===== config.mk =====
export PLATFORM = sky130hd
export DESIGN_NAME = plot_writer
export DESIGN_NICKNAME = d
export VERILOG_FILES = /design/src/rtl/plot_writer_pkg.sv /design/src/rtl/plot_writer_fifo.sv /design/src/rtl/plot_writer.sv
export SDC_FILE = /design/constraint.sdc
export NUM_CORES = 1
export LEC_CHECK = 0
export CAP_MARGIN = 10
export CORE_ASPECT_RATIO = 1.1
export CORE_MARGIN = 5
export CORE_UTILIZATION = 53
export CTS_CLUSTER_DIAMETER = 40
export DETAILED_ROUTE_END_ITERATION = 10
export PLACE_DENSITY = 0.75
export SETUP_SLACK_MARGIN = 0.3
export SYNTH_ARGS = -nofsm -noshare
export SYNTH_HDL_FRONTEND = slang
export SYNTH_HIERARCHICAL = 1
export SYNTH_SLANG_ARGS = --single-unit

===== constraint.sdc =====
create_clock -name clk -period 3.6 [get_ports clk]
set_input_delay 0.72 -clock clk [delete_from_list [all_inputs] [get_ports clk]]
set_output_delay 0.72 -clock clk [all_outputs]
set_load 0.01 [all_outputs]

===== src/rtl/plot_writer_pkg.sv =====
// Shared constants, types and address helper for the plot_writer pixel path.
package plot_writer_pkg;
    localparam int XMAX    = 160;
    localparam int YMAX    = 120;
    localparam int FB_AW   = 15;
    localparam int COLOR_W = 3;
    localparam int X_W     = 8;
    localparam int Y_W     = 7;

    typedef enum logic [1:0] {
        ST_IDLE  = 2'd0,
        ST_DRAIN = 2'd1,
        ST_CLEAR = 2'd2
    } state_e;

    typedef struct packed {
        logic [X_W-1:0]     x;
        logic [Y_W-1:0]     y;
        logic [COLOR_W-1:0] color;
    } pix_t;

    // y*160 + x without a multiplier: 160 = 128 + 32.
    function automatic logic [FB_AW-1:0] fb_addr_of(input logic [Y_W-1:0] y,
                                                   input logic [X_W-1:0] x);
        return (FB_AW'(y) << 7) + (FB_AW'(y) << 5) + FB_AW'(x);
    endfunction
endpackage


===== src/rtl/plot_writer_fifo.sv =====
// Synchronous show-ahead FIFO holding pending pixel strobes; a push into a full
// FIFO is accepted only when a pop happens in the same cycle.
module plot_fifo
    import plot_writer_pkg::*;
#(
    parameter int DEPTH = 8,
    parameter int W     = $bits(pix_t)
) (
    input  logic         clk,
    input  logic         reset,
    input  logic         push,
    input  logic         pop,
    input  logic [W-1:0] din,
    output logic [W-1:0] dout,
    output logic         full,
    output logic         empty
);
    localparam int AW    = $clog2(DEPTH);
    localparam int CNT_W = AW + 1;

    logic [W-1:0]     mem_q [DEPTH];
    logic [AW-1:0]    wr_ptr_q, wr_ptr_d;
    logic [AW-1:0]    rd_ptr_q, rd_ptr_d;
    logic [CNT_W-1:0] cnt_q, cnt_d;
    logic             do_push, do_pop;

    assign full  = (cnt_q == CNT_W'(DEPTH));
    assign empty = (cnt_q == '0);
    assign dout  = mem_q[rd_ptr_q];

    always_comb begin
        do_push  = push && (!full || pop);
        do_pop   = pop && !empty;
        wr_ptr_d = do_push ? wr_ptr_q + AW'(1) : wr_ptr_q;
        rd_ptr_d = do_pop  ? rd_ptr_q + AW'(1) : rd_ptr_q;
        cnt_d    = cnt_q + CNT_W'(do_push) - CNT_W'(do_pop);
    end

    always_ff @(posedge clk) begin
        if (!reset) begin
            wr_ptr_q <= '0;
            rd_ptr_q <= '0;
            cnt_q    <= '0;
        end else begin
            wr_ptr_q <= wr_ptr_d;
            rd_ptr_q <= rd_ptr_d;
            cnt_q    <= cnt_d;
        end
    end

    // Storage needs no reset: the pointers define what is valid.
    always_ff @(posedge clk) begin
        if (do_push) mem_q[wr_ptr_q] <= din;
    end
endmodule


===== src/rtl/plot_writer.sv =====
// Buffers processor pixel strobes and drains them as handshaked framebuffer
// writes; also sweeps the whole screen with a fill color on request.
module plot_writer #(
    parameter int DEPTH = 8,
    parameter int XMAX  = 160,
    parameter int YMAX  = 120
) (
    input  logic        clk,
    input  logic        reset,
    input  logic [7:0]  xpos,
    input  logic [6:0]  ypos,
    input  logic [2:0]  color,
    input  logic        plot,
    input  logic        clear_req,
    input  logic [2:0]  clear_color,
    input  logic        fb_ready,
    output logic        fb_we,
    output logic [14:0] fb_addr,
    output logic [2:0]  fb_data,
    output logic        busy,
    output logic        overflow,
    output logic [7:0]  drop_cnt,
    output logic        clear_done
);
    import plot_writer_pkg::*;

    localparam logic [FB_AW-1:0] FB_LAST = FB_AW'(XMAX * YMAX - 1);

    state_e               state_q;
    logic                 fb_we_q;
    logic [FB_AW-1:0]     fb_addr_q;
    logic [COLOR_W-1:0]   fb_data_q;
    logic                 clear_done_q;
    logic                 clr_pend_q;
    logic [COLOR_W-1:0]   clr_color_q;
    logic                 overflow_q, overflow_d;
    logic [7:0]           drop_cnt_q, drop_cnt_d;

    pix_t                 in_pix, head;
    logic                 in_range, full, empty;
    logic                 push, pop, xfer, reg_free, clr_go;
    logic [FB_AW-1:0]     head_addr;
    logic [COLOR_W-1:0]   clr_fill;

    plot_fifo #(.DEPTH(DEPTH), .W($bits(pix_t))) u_fifo (
        .clk   (clk),
        .reset (reset),
        .push  (push),
        .pop   (pop),
        .din   (in_pix),
        .dout  (head),
        .full  (full),
        .empty (empty)
    );

    always_comb begin
        in_pix    = '{x: xpos, y: ypos, color: color};
        in_range  = (32'(xpos) < XMAX) && (32'(ypos) < YMAX);
        xfer      = fb_we_q && fb_ready;
        reg_free  = !fb_we_q || fb_ready;
        // A clear request parks further pops until the output register drains.
        clr_go    = (state_q != ST_CLEAR) && (clear_req || clr_pend_q);
        pop       = (state_q != ST_CLEAR) && !clr_go && !empty && reg_free;
        push      = plot && in_range && (!full || pop);
        head_addr = fb_addr_of(head.y, head.x);
        clr_fill  = clear_req ? clear_color : clr_color_q;

        overflow_d = overflow_q || (plot && in_range && full && !pop);
        drop_cnt_d = drop_cnt_q;
        if (plot && !in_range && drop_cnt_q != 8'hFF)
            drop_cnt_d = drop_cnt_q + 8'd1;
    end

    always_ff @(posedge clk) begin
        if (!reset) begin
            overflow_q <= 1'b0;
            drop_cnt_q <= '0;
        end else begin
            overflow_q <= overflow_d;
            drop_cnt_q <= drop_cnt_d;
        end
    end

    always_ff @(posedge clk) begin
        if (!reset) begin
            state_q      <= ST_IDLE;
            fb_we_q      <= 1'b0;
            fb_addr_q    <= '0;
            fb_data_q    <= '0;
            clear_done_q <= 1'b0;
            clr_pend_q   <= 1'b0;
            clr_color_q  <= '0;
        end else begin
            clear_done_q <= 1'b0;
            case (state_q)
                ST_IDLE, ST_DRAIN: begin
                    if (clr_go && reg_free) begin
                        state_q    <= ST_CLEAR;
                        clr_pend_q <= 1'b0;
                        fb_we_q    <= 1'b1;
                        fb_addr_q  <= '0;
                        fb_data_q  <= clr_fill;
                        clr_color_q <= clr_fill;
                    end else begin
                        if (clear_req) begin
                            clr_pend_q  <= 1'b1;
                            clr_color_q <= clear_color;
                        end
                        if (pop) begin
                            state_q   <= ST_DRAIN;
                            fb_we_q   <= 1'b1;
                            fb_addr_q <= head_addr;
                            fb_data_q <= head.color;
                        end else begin
                            if (xfer) fb_we_q <= 1'b0;
                            state_q <= (empty && reg_free && !clr_go) ? ST_IDLE : ST_DRAIN;
                        end
                    end
                end
                ST_CLEAR: begin
                    // The output address register doubles as the sweep counter.
                    if (xfer) begin
                        if (fb_addr_q == FB_LAST) begin
                            fb_we_q      <= 1'b0;
                            clear_done_q <= 1'b1;
                            state_q      <= empty ? ST_IDLE : ST_DRAIN;
                        end else begin
                            fb_addr_q <= fb_addr_q + FB_AW'(1);
                        end
                    end
                end
                default: begin
                    state_q <= ST_IDLE;
                    fb_we_q <= 1'b0;
                end
            endcase
        end
    end

    assign fb_we      = fb_we_q;
    assign fb_addr    = fb_addr_q;
    assign fb_data    = fb_data_q;
    assign clear_done = clear_done_q;
    assign overflow   = overflow_q;
    assign drop_cnt   = drop_cnt_q;
    assign busy       = !empty || fb_we_q || clr_pend_q || (state_q == ST_CLEAR);
endmodule


=== After elaboration in Yosys (flattened, before gate mapping) ===
Memory sizes are Yosys's and may differ from the RTL's. A register that Yosys moved wholly into a read port is not among the register bits.
Index checks and enable logic that the tools add are counted.

* Register bits: 45
* Memory bits (writable): 144
* Output and inout port bits: 30
* Word-level logic and storage cells: 104
* Memories: 1

{| class="wikitable"
|+ Memories
! memory !! depth !! width !! read ports !! clocked after memory_dff !! wr ports !! line !! RTL
|-
| u_fifo.mem_q || 8 || 18 || 1 || 1 || 1 || plot_writer_fifo.sv:21 || <nowiki>logic [W-1:0] mem_q [DEPTH];</nowiki>
|}

* Add/sub/neg operators: 8
* Order comparisons: 2
* Equality and inequality tests: 11
* Mux-type cells: 28
* Reduce and logical (&&, ||, !) cells: 42

{| class="wikitable"
|+ Operators with widths
! kind !! number
|-
| 2-to-1 mux 15 bit || 4
|-
| one-hot mux 15 bit (2 select lines) || 1
|-
| logical AND 1 bit || 17
|-
| adder 14 x 12 -> 15 bit || 1
|-
| adder 15 x 1 -> 15 bit, second input constant || 1
|-
| adder 15 x 8 -> 15 bit || 1
|-
| equality test 15 bit, second input constant || 1
|-
| 2-to-1 mux 3 bit || 5
|-
| 2-to-1 mux 1 bit || 13
|-
| adder 8 x 1 -> 8 bit, second input constant || 1
|-
| less-than comparator 8 bit, second input constant || 1
|-
| inequality test 2 bit, second input constant || 4
|-
| inequality test 8 bit, second input constant || 1
|-
| logical OR 1 bit || 7
|-
| less-than comparator 7 bit, second input constant || 1
|-
| adder 3 x 1 -> 3 bit, second input constant || 2
|-
| zero test 1 bit || 6
|-
| 2-to-1 mux 2 bit || 3
|-
| AND reduction 2 bit || 3
|-
| AND reduction 3 bit || 2
|-
| nonzero test 2 bit || 3
|-
| adder 4 x 1 -> 4 bit || 1
|-
| equality test 4 bit, second input constant || 1
|-
| zero test 4 bit || 1
|-
| 10 further kinds || 10
|}

=== Depth between registers and ports, before layout ===
* Depth in word-level cells: 11
* Gate-level depth with buffers: 15
* Mapped depth without buffers: 15

=== Modules after synthesis ===
Netlist, hierarchy kept.

{| class="wikitable"
|+ By module, submodules not included
! module !! instances !! cells an instance !! area an instance (µm²) !! sequential area each (µm²)
|-
| plot_fifo || 1 || 285 || 6243.5 || 4584.4
|-
| plot_writer || 1 || 289 || 2394.8 || 700.7
|}

=== Worst setup path after synthesis ===
OpenSTA, ideal clock, no wires.

* Path kind: input to register
* Start point: input port clear_req
* End point: memory u_fifo/mem_q[0][0] (netlist name) (enable)
* Data arrival time: 3347 ps
* Data required time: 3161 ps
* Setup slack: -186 ps
* Stages: 6
* Buffers on the path: 1
* Cells stage by stage: buf_2 -> nor3_1 -> nand3_1 -> a21oi_1 -> nand2_2 -> nor4_1

* Word-level cells in the longest chain between the ends: 11

{| class="wikitable"
|+ RTL lines
! what !! line !! RTL
|-
| start, declared || plot_writer.sv:14 || <nowiki>input logic clear_req,</nowiki>
|-
| logical OR 1 bit || plot_writer.sv:62 || <nowiki>clr_go = (state_q != ST_CLEAR) && (clear_req || clr_pend_q);</nowiki>
|-
| logical AND 1 bit || plot_writer.sv:62 ||
|-
| zero test 1 bit || plot_writer.sv:63 || <nowiki>pop = (state_q != ST_CLEAR) && !clr_go && !empty && reg_free;</nowiki>
|-
| logical AND 1 bit (3 in series) || plot_writer.sv:63 ||
|-
| logical OR 1 bit || plot_writer.sv:64 || <nowiki>push = plot && in_range && (!full || pop);</nowiki>
|-
| logical AND 1 bit || plot_writer.sv:64 ||
|-
| net push || plot_writer.sv:41 || <nowiki>logic push, pop, xfer, reg_free, clr_go;</nowiki>
|-
| logical AND 1 bit || plot_writer_fifo.sv:32 || <nowiki>do_push = push && (!full || pop);</nowiki>
|-
| 2-to-1 mux 1 bit || plot_writer_fifo.sv:53 || <nowiki>if (do_push) mem_q[wr_ptr_q] <= din;</nowiki>
|-
| 2-to-1 mux 1 bit (not written as such) || plot_writer_fifo.sv:53 ||
|-
| end, declared || plot_writer_fifo.sv:21 ||
|}

The timed path passes the listed nets, and every way through them passes these cells.

==> impl_metrics.json <==
{
  "io_buffer_count": 55,
  "final.period_utilization_pct": 92.07,
  "grt_pass1_vias": 5238,
  "dieArea_mm2": 0.01895,
  "htree_levels": 4,
  "min_period_ns": 3.314,
  "p_leak_nw": 3.562,
  "worstSetupPathType": "flop to flop",
  "met3_usage_pct": 3.922,
  "crit_required_ns": 3.93,
  "core_area_mm2": 0.01619,
  "drc": 0,
  "rows": 49,
  "cp-end-kind": "flop",
  "synthFlopType": "edfxtp_1",
  "grtUsageTotal_pct": 19.65,
  "initial_utilization_pct": 53.37,
  "cts_buffers": 17,
  "arrival_ns": 3.64,
  "slew_headroom_pct": 33.37,
  "cts.sink_count": 192,
  "cts_tree": "yes",
  "hold_end": "fb_data[0]",
  "power_density_mw_per_mm2": 661.7,
  "grtUsageMet2_pct": 33.37,
  "yosysTopAreaCellShare_pct": 50.06,
  "ys_seq_area_share_pct": 61.18,
  "holdPathStages": 2,
  "run_status": "finished clean",
  "final_area_mm2": 0.01047,
  "placed_area_mm2": 0.009550,
  "setup-tns-final_ns": 0,
  "netlist_instances": 574,
  "hold_viol": 0,
  "synthArstFlopShare_pct": 0,
  "dp_hpwl_mm": 11.10,
  "hold_class": "flop to flop",
  "antennaDiodeCount": 0,
  "grt_start_max_net_pins": 37,
  "die_h_um": 143.9,
  "crit_top_cell": "inv_2",
  "drive_above_1_share_pct": 22.14,
  "cts_buffer_depth": 2,
  "clk_pin_slew_worst_paths_ns": 0.07,
  "maxCapViolCount": 0,
  "rr_worst_depth": 13,
  "yosysMostFrequentCell": "edfxtp_1",
  "multiInputGateArea_mm2": 0.003313,
  "firstDrtPassIters": 5,
  "fillers": 1121,
  "rsz0062_at_grt": "yes",
  "dr.first_iter.drc_count": 499,
  "clock_skew_ns": 0.006963,
  "max_freq_ghz": 0.3017,
  "grt_pass1_wl_mm": 28.88,
  "regArea_mm2": 0.005289,
  "syn-cell-area_mm2": 0.008638,
  "path_buf_inv": 3,
  "syn_nets": 626,
  "ys_ff_latch": 192,
  "synth_top_cell_by_area": "edfxtp_1",
  "synth_common_cells": "edfxtp_1, dfxtp_1, nor2_1",
  "areaGrowthSynthToFinish_pct": 21.19,
  "grt.busiest_layer": "met2",
  "worstMarginPinSlew_ns": 0.9984,
  "critical-path-top-delay-family": "compound AO/OA/AOI/OAI gates",
  "synth-edff-count": 144,
  "yosys-top-cells-area": "edfxtp_1, dfxtp_1, mux4_1",
  "antenna_found_initial": 0,
  "fin_nets": 712,
  "cp_cell_sequence": "buf_12, mux4_2, mux2_4, inv_2, fa_2, inv_2, ha_4, a211oi_4, o21bai_1, a21oi_2, xor2_1, o32ai_1, a31o_1",
  "clock_latency_ns": 0.43,
  "yosys_warnings": 6,
  "die_w_um": 131.7,
  "critPathMaxFanout": 8,
  "vias": 5251,
  "ir_drop_mv": 0.4318,
  "boundaryPins": 56,
  "postSynthAreaPerCell_um2": 15.05,
  "drv_slew": 0,
  "slowest_stage": "mux4_2",
  "reg2reg_to": "fb_addr[11]",
  "place_congestion": 0.8763,
  "routed_wl_mm": 18.14,
  "hold_buffers": 0,
  "via_per_inst": 5.987,
  "drt-wirelength-per-cell_um": 20.69,
  "synth.distinct_cells": 65,
  "setup_viol": 0,
  "holdCritStartpoint": "fb_data[0]",
  "ant_nets": 0,
  "start_kind": "flop",
  "cts_root_buf": "clkbuf_16",
  "use_met1_pct": 25.98,
  "rrSetupSlack_ns": 0.29,
  "grt.overflow.total": 0,
  "slowest_delay_ns": 0.52
}
repair_timing:
item,CTS,global route
endpoints found under the setup margin,6,6
cloned,0,0
setup buffers,6,4
resized for setup,29,35
endpoints found under the hold margin,0,0
pin swaps,9,21
tightest hold or removal path: cells and delay by family (launching register included):
kind            cells  cell delay [ns]
flops               1             0.31
simple gates        1             0.05
compound gates      1             0.05
worst max-delay path by stage:
stage / startpoint / slack [ns] / depth (start not counted) / endpoint
3_5_place_dp: fb_ready / 0.03 / 13 / u_fifo/cnt_q[2]
4_1_cts: flop / 0.25 / 13 / fb_addr[11]
5_1_grt: flop / 0.16 / 13 / fb_addr[11]
2_1_floorplan: clear_req / 0.27 / 6 / u_fifo/mem_q[2][0]
6_report: flop / 0.29 / 13 / fb_addr[11]
3_3_place_gp: fb_ready / 0.06 / 13 / u_fifo/cnt_q[2]
report_power, final:
part / internal (mW) / switching [mW]
Combinational: 1.07 / 1.04
Sequential: 2.56 / 0.203
Clock: 1.19 / 0.864
Total: 4.82 / 2.11
flip-flops by register name (all words and copies together), names as in the netlist, 2 cells and up, named ones only:
signal and flops:
u_fifo/rd_ptr_q 3, fb_addr 15, state_q 2, fb_data 3, clr_color_q 3, u_fifo/cnt_q 4
drop_cnt 8, u_fifo/mem_q 144, u_fifo/wr_ptr_q 3
final cells by class:
cell class / count / area share (%)
clock buffers: 18 / 4.099
clock inverters: 14 / 2.163
inverters: 18 / 0.6454
multi-input cells: 339 / 31.65
flip-flops and latches: 192 / 50.52
well taps: 204 / 2.438
repair buffers: 92 / 8.486
per-layer routing:
layer	share of wire [%]	vias to the layer above
li1	-	2410
met1	43	2624
met2	50	192
met3	4.9	25
met4	1.8	0
met5	0	-
metrics by stage:
step / total power, mW / hold slack (ns) / setup slack, ns / utilization [%] / std cells
after floorplan: 3.912 / 0.4539 / 0.2706 / - / 574
after global placement: 4.439 / 0.4469 / 0.06364 / 59.01 / 835
after detailed placement: 4.494 / 0.4519 / 0.02962 / 59.01 / 835
after CTS: 6.663 / 0.4626 / 0.2525 / 63.64 / 873
after global routing: 7.271 / 0.4711 / 0.1620 / 64.68 / 877
final: 6.927 / 0.4611 / 0.2855 / 64.68 / 877
placed cells by master, fill, tap and decap left out, types with 14 or more instances in the layout:
master,n
buf_4,30
ha_1,14
mux4_1,24
inv_1,15
a21oi_1,14
edfxtp_1,144
o21ai_0,16
nor2_1,41
mux2i_1,14
dfxtp_1,47
clkdlybuf4s50_1,55
nand2_1,31
clkbuf_16,17
cells by family after synthesis:
logic type / count (synthesis) / synth area share, %
compound gates: 81 / 6.620
fa+ha+maj: 26 / 4.027
flops: 192 / 61.18
xor+xnor: 13 / 1.318
mux: 68 / 14.92
simple gates: 151 / 9.270
buf+inv: 43 / 2.665
(Power assumes the default switching activity.)
